### src/rtl/sram_pattern_tester_pkg.sv
// Shared constants for the SRAM pattern tester: FSM state encoding,
// pattern count and a busy-state helper used by the tester and its bench.
package sram_pattern_tester_pkg;

    localparam int PATTERN_COUNT    = 7;
    localparam int PATTERN_IDX_BITS = 3;

    typedef enum logic [3:0] {
        S_IDLE      = 4'd0,
        S_GEN_RST   = 4'd1,
        S_WRITE     = 4'd2,
        S_READ      = 4'd3,
        S_READ_WAIT = 4'd4,
        S_ADVANCE   = 4'd5,
        S_SETTLE    = 4'd6,
        S_DONE_PASS = 4'd7,
        S_DONE_FAIL = 4'd8
    } state_e;

    function automatic logic state_busy(state_e s);
        return !(s inside {S_IDLE, S_DONE_PASS, S_DONE_FAIL});
    endfunction

endpackage

### src/rtl/sram_addr_counter.sv
// SRAM address counter with synchronous clear, increment (natural wrap)
// and last-address detect. Ports: clk_i, rst_ni, clr_i, inc_i, addr_o, last_o.
module sram_addr_counter #(
    parameter int ADDR_BITS = 4
) (
    input  logic                 clk_i,
    input  logic                 rst_ni,
    input  logic                 clr_i,
    input  logic                 inc_i,
    output logic [ADDR_BITS-1:0] addr_o,
    output logic                 last_o
);

    logic [ADDR_BITS-1:0] addr_q;
    logic [ADDR_BITS-1:0] addr_d;

    always_comb begin
        addr_d = addr_q;
        if (clr_i) begin
            addr_d = '0;
        end else if (inc_i) begin
            addr_d = addr_q + 1'b1;
        end
    end

    always_ff @(posedge clk_i or negedge rst_ni) begin
        if (!rst_ni) begin
            addr_q <= '0;
        end else begin
            addr_q <= addr_d;
        end
    end

    assign addr_o = addr_q;
    assign last_o = &addr_q;

endmodule

### src/rtl/sram_pattern_tester.sv
// SRAM pattern tester: writes each generator pattern to every address,
// reads back and compares, stopping at the first mismatch.
// Ports: clk, reset_n, start; gen_reset/gen_next/gen_pattern/gen_done to
// the pattern generator; mem_req/we/addr/wdata/ready/rdata/rvalid to the
// SRAM controller; busy, pass, fail, fail_addr/expected/actual, pattern_idx.
module sram_pattern_tester
    import sram_pattern_tester_pkg::*;
#(
    parameter int ADDR_BITS = 4,
    parameter int DATA_BITS = 16
) (
    input  logic                        clk,
    input  logic                        reset_n,
    input  logic                        start,
    output logic                        gen_reset,
    output logic                        gen_next,
    input  logic [DATA_BITS-1:0]        gen_pattern,
    input  logic                        gen_done,
    output logic                        mem_req,
    output logic                        mem_we,
    output logic [ADDR_BITS-1:0]        mem_addr,
    output logic [DATA_BITS-1:0]        mem_wdata,
    input  logic                        mem_ready,
    input  logic [DATA_BITS-1:0]        mem_rdata,
    input  logic                        mem_rvalid,
    output logic                        busy,
    output logic                        pass,
    output logic                        fail,
    output logic [ADDR_BITS-1:0]        fail_addr,
    output logic [DATA_BITS-1:0]        fail_expected,
    output logic [DATA_BITS-1:0]        fail_actual,
    output logic [PATTERN_IDX_BITS-1:0] pattern_idx
);

    state_e                        state_q, state_d;
    logic                          pass_q, pass_d;
    logic                          fail_q, fail_d;
    logic [ADDR_BITS-1:0]          faddr_q, faddr_d;
    logic [DATA_BITS-1:0]          fexp_q, fexp_d;
    logic [DATA_BITS-1:0]          fact_q, fact_d;
    logic [PATTERN_IDX_BITS-1:0]   idx_q, idx_d;
    logic                          gen_reset_q;
    logic                          gen_next_q;
    logic                          cnt_clr;
    logic                          cnt_inc;
    logic [ADDR_BITS-1:0]          addr;
    logic                          addr_last;

    sram_addr_counter #(
        .ADDR_BITS(ADDR_BITS)
    ) u_addr (
        .clk_i (clk),
        .rst_ni(reset_n),
        .clr_i (cnt_clr),
        .inc_i (cnt_inc),
        .addr_o(addr),
        .last_o(addr_last)
    );

    always_comb begin
        state_d = state_q;
        pass_d  = pass_q;
        fail_d  = fail_q;
        faddr_d = faddr_q;
        fexp_d  = fexp_q;
        fact_d  = fact_q;
        idx_d   = idx_q;
        cnt_clr = 1'b0;
        cnt_inc = 1'b0;
        unique case (state_q)
            S_IDLE, S_DONE_PASS, S_DONE_FAIL: begin
                if (start) begin
                    pass_d  = 1'b0;
                    fail_d  = 1'b0;
                    faddr_d = '0;
                    fexp_d  = '0;
                    fact_d  = '0;
                    idx_d   = '0;
                    cnt_clr = 1'b1;
                    state_d = S_GEN_RST;
                end
            end
            S_GEN_RST: begin
                state_d = S_WRITE;
            end
            S_WRITE: begin
                if (mem_ready) begin
                    cnt_inc = 1'b1;
                    if (addr_last) begin
                        state_d = S_READ;
                    end
                end
            end
            S_READ: begin
                if (mem_ready) begin
                    state_d = S_READ_WAIT;
                end
            end
            S_READ_WAIT: begin
                if (mem_rvalid) begin
                    if (mem_rdata != gen_pattern) begin
                        faddr_d = addr;
                        fexp_d  = gen_pattern;
                        fact_d  = mem_rdata;
                        fail_d  = 1'b1;
                        state_d = S_DONE_FAIL;
                    end else begin
                        cnt_inc = 1'b1;
                        state_d = addr_last ? S_ADVANCE : S_READ;
                    end
                end
            end
            S_ADVANCE: begin
                idx_d   = idx_q + 1'b1;
                state_d = S_SETTLE;
            end
            S_SETTLE: begin
                if (gen_done) begin
                    pass_d  = 1'b1;
                    state_d = S_DONE_PASS;
                end else begin
                    state_d = S_WRITE;
                end
            end
            default: begin
                state_d = S_IDLE;
            end
        endcase
    end

    // Generator strobes are flopped from the next state so they are
    // glitch-free and high exactly for the cycle spent in that state.
    always_ff @(posedge clk or negedge reset_n) begin
        if (!reset_n) begin
            state_q     <= S_IDLE;
            pass_q      <= 1'b0;
            fail_q      <= 1'b0;
            faddr_q     <= '0;
            fexp_q      <= '0;
            fact_q      <= '0;
            idx_q       <= '0;
            gen_reset_q <= 1'b0;
            gen_next_q  <= 1'b0;
        end else begin
            state_q     <= state_d;
            pass_q      <= pass_d;
            fail_q      <= fail_d;
            faddr_q     <= faddr_d;
            fexp_q      <= fexp_d;
            fact_q      <= fact_d;
            idx_q       <= idx_d;
            gen_reset_q <= (state_d == S_GEN_RST);
            gen_next_q  <= (state_d == S_ADVANCE);
        end
    end

    assign gen_reset     = gen_reset_q;
    assign gen_next      = gen_next_q;
    assign mem_req       = (state_q == S_WRITE) || (state_q == S_READ);
    assign mem_we        = (state_q == S_WRITE);
    assign mem_addr      = addr;
    assign mem_wdata     = gen_pattern;
    assign busy          = state_busy(state_q);
    assign pass          = pass_q;
    assign fail          = fail_q;
    assign fail_addr     = faddr_q;
    assign fail_expected = fexp_q;
    assign fail_actual   = fact_q;
    assign pattern_idx   = idx_q;

endmodule

### config.mk
export PLATFORM = sky130hd
export DESIGN_NAME = sram_pattern_tester
export DESIGN_NICKNAME = d
export VERILOG_FILES = /design/src/rtl/sram_pattern_tester_pkg.sv /design/src/rtl/sram_addr_counter.sv /design/src/rtl/sram_pattern_tester.sv
export SDC_FILE = /design/constraint.sdc
export NUM_CORES = 1
export LEC_CHECK = 0
export ABC_AREA = 1
export CAP_MARGIN = 40
export CORE_ASPECT_RATIO = 1.1
export CORE_MARGIN = 3
export CORE_UTILIZATION = 40
export CTS_CLUSTER_DIAMETER = 50
export CTS_CLUSTER_SIZE = 28
export DETAILED_ROUTE_END_ITERATION = 10
export PLACE_DENSITY = 0.82
export SLEW_MARGIN = 30
export SYNTH_ARGS = -nofsm -noshare
export SYNTH_HDL_FRONTEND = slang
export SYNTH_SLANG_ARGS = --single-unit
### constraint.sdc
create_clock -name clk -period 1.45 [get_ports clk]
set_input_delay 0.145 -clock clk [delete_from_list [all_inputs] [get_ports clk]]
set_output_delay 0.145 -clock clk [all_outputs]
set_load 0.01 [all_outputs]
==> run summary <==
Boundary pin count: 104
Leading area contributor after synthesis: dfrtp_1
Tmin final: 1570 ps
Num CTS Buffers: 5
Most common cell in the netlist: nand2_1
Worst EP arrival: 1810 ps
Syn avg cell area: 7.84 sq um
Share of post-route cells with drive strength above 1: 27.6%
Vias in the first global route: 2811
Area post-placement: 4090 sq um
Area fraction of the dominant cell type after synthesis: 46.1%
Total clock sinks: 51
Pwr Total: 6.67 mW
Mapped Nets: 393
Unrepaired setup endpoints after global routing: yes
Fmax: 637 MHz
Crit Path Max Fanout: 18
CTS max path bufs: 2
CTS tree: done
Dpl hpwl: 5.91 mm
Gpl congestion: 0.876
Post-Route Setup TNS: -4120 ps
Total track usage: 20.3%
Top_reg_cell synth: dfrtp_1
Util after Layout: 68.1%
Netlist area before placement: 2770 sq um
Crit end category: flip-flop
Fraction of registers with async set or reset after synthesis: 100%
IO buf count: 103
Core ar.: 6630 sq um
DRC violations left: 0
Skew final: 10.8 ps
Routed via count: 2782
Clock slew at reported path FFs: 100 ps
Initial antenna violation count: 1
CP Launch Type: flip-flop
Mapped Cells: 353
Final cell count without fillers: 576
Pwr/cell area: 1480 nW/um^2
Post-synth top cells: nand2_1, dfrtp_1, nand3_1
Largest net degree at the start of global routing: 31
Register area share after synthesis: 46.1%
Hold Path Class: in -> reg
Full die area: 7950 sq um
Status: complete, but fails checks
Critical setup path kind: reg -> reg
Static Leakage: 2.68 nW
First-pass GRT wire length: 13.0 mm
Final wirelength: 8.16 mm
Final setup margin: -119 ps
Post-synth cell types: 30
Die Y: 93.2 um
Overflow after GRT: 0
Detailed Routing Iterations Pass 1: 7
Clk_lat worst skew: 310 ps
Initial Util: 41.7%
Fill cells: 522
Post-layout net count: 532
CTS H-tree depth: 2
Post-synth EDFFs: 0
Failing checks: setup timing
Final setup violation count: 50
Die width: 85.3 um
Worst-Margin Slew: 544 ps
Final hold vios: 0
Antenna Nets Post-Route: 0
Worst Path Required: 1690 ps
Max_cap viols: 0
Largest cells by area after synthesis: dfrtp_1, nand2_1, nand3_1, buf_4, inv_1
Max Slew Vio Count: 0
Num rows: 31
Peak supply drop: 0.000965 V
Fin crit share: 108%
Clk root buf: clkbuf_8
Slew margin rel.: 63.7%
DR iter-0 viols: 127
WL/cell: 14.2 um
# placed instances: 553
Register bit total from synthesis: 51
Post-Layout Inst Area: 4520 sq um
Area growth syn-to-layout: 63.2%
Yosys warnings: 0
Mean number of vias per cell: 4.83
where the power goes:
part           leakage (nW)  total [mW]  internal [mW]  switching [mW]
Clock                0.0581        1.01          0.515           0.494
Combinational          1.93        3.54           1.76            1.78
Sequential            0.694        2.12           1.82           0.296
worst paths after layout:
path                                           to  cells after the start  slack [ps]      startpoint
worst max register to register   fail_expected[7]                      9        -120      state_q[3]
worst min register to register     fail_actual[8]                      2         480  fail_actual[8]
worst max-delay path             fail_expected[7]                      9        -120      state_q[3]
worst min-delay path              fail_actual[13]                      3         130   mem_rdata[13]
min in group asynchronous       fail_expected[10]                      2         360         reset_n
max in group asynchronous        u_addr.addr_o[3]                      3         520         reset_n
placed cells by master, fill, tap and decap left out, types with 2 or more instances in the layout:
cell,instances
buf_12,5
dfrtp_2,3
nand2_1,94
nand3_4,2
buf_6,2
xor2_1,3
o21ai_4,2
dfrtp_1,48
nand3_1,42
nand2_4,5
nor2_2,3
buf_2,4
inv_1,34
nand3_2,2
nand4_1,7
buf_4,47
dlymetal6s2s_1,31
clkbuf_8,5
dlygate4sd2_1,8
ha_1,2
a21oi_1,2
inv_2,4
nor2_4,4
clkdlybuf4s50_1,60
nor2_1,19
nand2_2,40
state kept, by name, indices dropped and copies added (netlist names):
name	cells
fail	1
fail_actual	16
fail_addr	4
fail_expected	16
gen_next	1
gen_reset	1
pass	1
pattern_idx	3
state_q	4
u_addr.addr_o	4
logic make-up (layout without fill, tap and decap cells):
group	after synthesis	in the layout	share of synthesized area [%]
xor+xnor	4	4	1.27
flops	51	51	46.1
simple gates	221	221	36.4
buf+inv	66	206	13.1
fa+ha+maj	2	2	0.904
other cells	0	1	0
compound gates	9	9	2.22
cell type report:
cell class                      instances  area [sq um]  area share [%]
Antenna cell                            1          2.50          0.0554
Clock buffer                            5          68.8            1.52
Clock inverter                          3          43.8           0.970
Inverter                               39           149            3.30
Multi-Input combinational cell        236          1290            28.6
Sequential cell                        51          1280            28.3
Tap cell                               82           103            2.27
Timing Repair Buffer                  159          1580            35.0
layer usage:
metal | vias to the layer above | part of all wire, % | global-route usage [%]
li1 | 1355 | - | -
met1 | 1309 | 43 | 26.0
met2 | 112 | 50 | 34.6
met3 | 6 | 6.5 | 4.14
met4 | 0 | 0.65 | 6.20
met5 | - | 0 | 0
worst max-delay path, stage by stage, from the launching register on:
cell and delay [ps]:
dfrtp_1 410, buf_4 150, nor2_4 160, nand3_4 150
o21ai_4 190, a21oi_4 50, nand2_4 90, buf_12 170
nand2_2 70, nand2_2 60
through the flow:
step	setup WS, ps	hold slack, ps
final	-119	132
after CTS	-85.8	373
after global placement	-384	158
after detailed placement	-475	159
after floorplan	-14.1	-151
after global routing	-208	159
timing repair:
item                       in CTS  in global routing
setup buffers                   6                  7
hold buffers                    1                  0
hold endpoints to repair       21                  0
pin swaps                       5                 14
gates resized for setup        41                 49
gates cloned                    0                  0
setup endpoints to repair      59                 62
Power figures use the tool's default switching activity.
